### src/rtl/fetch_stage.sv
// MIPS instruction-fetch stage: PC register, combinational imem addressing,
// early j/jal resolution and the IF/ID pipeline register.
module fetch_stage #(
    parameter logic [31:0] RESET_PC   = 32'h0000_0000,
    parameter bit          EARLY_JUMP = 1'b1
) (
    input  logic        clk,
    input  logic        rst_n,
    input  logic        stall,
    input  logic        redirect_valid,
    input  logic [31:0] redirect_target,
    output logic [31:0] imem_addr,
    input  logic [31:0] imem_instr,
    output logic [31:0] if_id_instr,
    output logic [31:0] if_id_pc4,
    output logic        if_id_valid
);

    logic [31:0] pc_q, pc_d;
    logic [31:0] instr_q, instr_d;
    logic [31:0] pc4_q, pc4_d;
    logic        valid_q, valid_d;

    logic [31:0] pc4;
    logic [31:0] jump_target;
    logic        is_jump;

    assign pc4         = pc_q + 32'd4;
    assign jump_target = {pc4[31:28], imem_instr[25:0], 2'b00};
    assign is_jump     = EARLY_JUMP &&
                         ((imem_instr[31:26] == 6'h02) || (imem_instr[31:26] == 6'h03));

    always_comb begin
        pc_d    = pc_q;
        instr_d = instr_q;
        pc4_d   = pc4_q;
        valid_d = valid_q;
        // Redirect outranks stall: the squashed slot becomes a bubble.
        if (redirect_valid) begin
            pc_d    = redirect_target & ~32'd3;
            instr_d = '0;
            pc4_d   = '0;
            valid_d = 1'b0;
        end else if (!stall) begin
            pc_d    = is_jump ? jump_target : pc4;
            instr_d = imem_instr;
            pc4_d   = pc4;
            valid_d = 1'b1;
        end
    end

    always_ff @(posedge clk or negedge rst_n) begin
        if (!rst_n) begin
            pc_q    <= RESET_PC;
            instr_q <= '0;
            pc4_q   <= '0;
            valid_q <= 1'b0;
        end else begin
            pc_q    <= pc_d;
            instr_q <= instr_d;
            pc4_q   <= pc4_d;
            valid_q <= valid_d;
        end
    end

    assign imem_addr   = pc_q;
    assign if_id_instr = instr_q;
    assign if_id_pc4   = pc4_q;
    assign if_id_valid = valid_q;

endmodule

### config.mk
export PLATFORM = sky130hd
export DESIGN_NAME = fetch_stage
export DESIGN_NICKNAME = d
export VERILOG_FILES = /design/src/rtl/fetch_stage.sv
export SDC_FILE = /design/constraint.sdc
export NUM_CORES = 1
export LEC_CHECK = 0
export BUFFER_PORTS_ARGS = -buffer_cell sky130_fd_sc_hd__buf_2
export CAP_MARGIN = 15
export CORE_MARGIN = 10
export CORE_UTILIZATION = 52
export CTS_BUF_LIST = sky130_fd_sc_hd__clkbuf_8
export DETAILED_ROUTE_END_ITERATION = 6
export PLACE_DENSITY = 0.86
export SLEW_MARGIN = 20
export SYNTH_ARGS = -nofsm -noshare
export SYNTH_HDL_FRONTEND = slang
export SYNTH_SLANG_ARGS = --single-unit
### constraint.sdc
create_clock -name clk -period 2.65 [get_ports clk]
set_input_delay 0.53 -clock clk [delete_from_list [all_inputs] [get_ports clk]]
set_output_delay 0.53 -clock clk [all_outputs]
set_load 0.05 [all_outputs]
==> results.yml <==
grt:
  grt_usage_pct: 21.5
  grt_pass1_wl_um: 23300
  antenna_found_initial: 2
  grt_pass1_vias: 4457
  grt_overflow: 0
  grt_max_degree: 64
critical_path:
  reg2reg_from: "imem_addr[2]"
  critPathArrivalTime_ps: 2430
  crit_type: "register to register"
  worstPathMaxFanout: 7
  r2r-end: "imem_addr[16]"
  cp-start-kind: "register"
  cp-end-kind: "register"
  regToRegSetupSlack_ps: 460
  worstPathRequired_ps: 2890
  reg2regPathDepth: 6
floorplan:
  dieArea_sq_mm: 0.0135
  io_pins: 165
  initial_core_util_pct: 52.7
  die_y_um: 116
  rows: 35
  core-area_sq_mm: 0.00915
  die_width_um: 116
detailed_routing:
  ant_nets: 0
  drt-total-wl_um: 14600
  drcViolationCount: 0
  drtIter0Drc: 312
  wire_per_inst_um: 19.0
  vias: 4376
  drtPass1Iterations: 5
  viasPerCell: 5.69
placement:
  hpwl_um: 11000
  numPlacedInstances: 753
  io_buffer_count: 160
  place_ws_ps: 463
  gp_congestion: 0.877
timing:
  setup_viol: 0
  fin_setup_tns_ps: 0
  hold_slack_ps: 154
  min_period_ps: 2190
  fmaxAchievable_mhz: 457
  period_share_pct: 82.6
  rsz0062_at_grt: "no"
  worst_pin_slew_ps: 610
  hold_viol_final: 0
  fin_skew_ps: 12.6
  slew_headroom_pct: 59.1
  setup_slack_ps: 462
  drv_slew: 0
run:
  max_cap_viol_count: 0
cells_and_area:
  nNetsFinal: 722
  area_growth_pct: 22.8
  finalNonFillerCells: 769
  drive_above_1_share_pct: 30.9
  antennaDiodeCount: 0
clocking:
  clock_path_buffers: 2
  holdBufCountCts: 0
  cts.sinks: 94
  clk_latency_ps: 350
  root_buffer: "clkbuf_8"
  path_clk_slew_ps: 90
  cts_tree: "yes"
  ctsResizeCount: 0
  postCtsSetupBuffers: 0
  cts_max_level: 3
  numCtsBuffers: 9
synthesis:
  synthXorXnorAreaFrac_pct: 5.81
  yosys.area_share.simple_pct: 19.7
  ys_types: 50
  syn_inst: 509
  netlist.area_leader.share_pct: 48.8
  async_flop_share_pct: 100
  avgSynthCellArea_sq_um: 9.48
  synth_fa_ha_area_share_pct: 0.259
  synthTopCellsByCount: "dfrtp_1, nor2_1, nand2_1, a21oi_1"
  synth-seq-area-share_pct: 48.8
  synth.most_common_cell: "dfrtp_1"
  synth_top_family_by_area: "simple AND/OR/NAND/NOR gates"
  muxShareOfSynthArea_pct: 6.12
  yosys_register_bits: 94
  synth_edf_count: 0
  synth_compound_area_share_pct: 14.8
  yosysWarnings: 0
  synthFlopType: "dfrtp_1"
  synth_top_area_cell: "dfrtp_1"
  synth.area.top_cells: "dfrtp_1, nor2_1, mux2i_1, a21oi_1, nand2_1"
  syn-cell-area_sq_mm: 0.00482
power_and_ir_drop:
  ir_worst_vdd_mv: 0.373
  leakage_nw: 2.93
  p_per_area_mw_per_mm2: 615
run_status:
  outcome: "complete, no violations"
min_path:
  hp-class: "primary input to async pin"
[worst max-delay path, cell delays in order, from the launching register on]
cell and delay (ps):
dfrtp_1 480, ha_1 310, nand2_2 150, nor4_4 460
nand3_1 170, xnor2_1 190, a221o_1 310
[per-stage QoR]
| step | util [%] | instance area [sq um] | total power [W] |
|---|---|---|---|
| finish | 64.7 | 5920 | 0.00364 |
| floorplan | - | 4830 | 0.00239 |
| detailed placement | 62.5 | 5720 | 0.00271 |
| global placement | 62.5 | 5720 | 0.00269 |
| global route | 64.7 | 5920 | 0.00381 |
| CTS | 64.7 | 5920 | 0.00366 |
[per-layer routing]
layer  vias up  track usage (%)  wire, um
met5         -                0        21
met1      2115             27.3      6000
li1       2057                -         -
met4         4             7.51       335
met2       175             33.1      6880
met3        25             7.81      1360
[cell usage in the layout, fill, tap and decap left out, types with 9 or more instances in the layout]
cell and n:
xor2_1 17, nor2_1 79, clkbuf_8 10, nand2_1 46, buf_2 157, inv_1 15
o21ai_0 14, a21oi_1 36, buf_4 12, a211oi_1 12, o221ai_1 9, nand4_1 10
a22oi_1 12, xnor2_1 15, nor2b_1 14, mux2i_1 25, nand3_1 14, dfrtp_1 94
[worst max path at each step]
stage                          endpoint  cells after the start  slack, ps      startpoint
final                     imem_addr[16]                      6        460    imem_addr[2]
after global routing      imem_addr[16]                      6        340    imem_addr[2]
after CTS                 imem_addr[16]                      6        470    imem_addr[2]
after detailed placement   imem_addr[4]                      7        460  imem_instr[29]
after global placement    imem_addr[24]                      6        530  imem_instr[29]
after floorplan           imem_addr[20]                      6        400    imem_addr[2]
[sequential cells by signal (all words and copies together) (netlist names)]
register,count
if_id_valid,1
if_id_instr,32
imem_addr,30
if_id_pc4,31
[layout make-up]
| type | count | area, sq um |
|---|---|---|
| Fill cell | 745 | 3230 |
| Sequential cell | 94 | 2350 |
| Multi-Input combinational cell | 363 | 2260 |
| Timing Repair Buffer | 171 | 916 |
| Tap cell | 111 | 139 |
| Clock buffer | 10 | 138 |
| Clock inverter | 6 | 62.6 |
| Inverter | 14 | 52.6 |
[power by group]
part / total, W / internal, W / leakage (nW) / switching, W
combinational: 0.00102 / 0.000278 / 1.62 / 0.000740
sequential: 0.00167 / 0.00154 / 1.21 / 0.000124
clock: 0.000955 / 0.000459 / 0.0997 / 0.000496
total: 0.00364 / 0.00228 / 2.93 / 0.00136
[kinds of logic after synthesis]
family,after synthesis
AO/OA/AOI/OAI,107
XOR/XNOR,32
adder cells (fa/ha/maj),1
buffers and inverters,53
flip-flops,94
multiplexers,29
other,1
AND/OR/NAND/NOR,192
(Power assumes the default switching activity.)
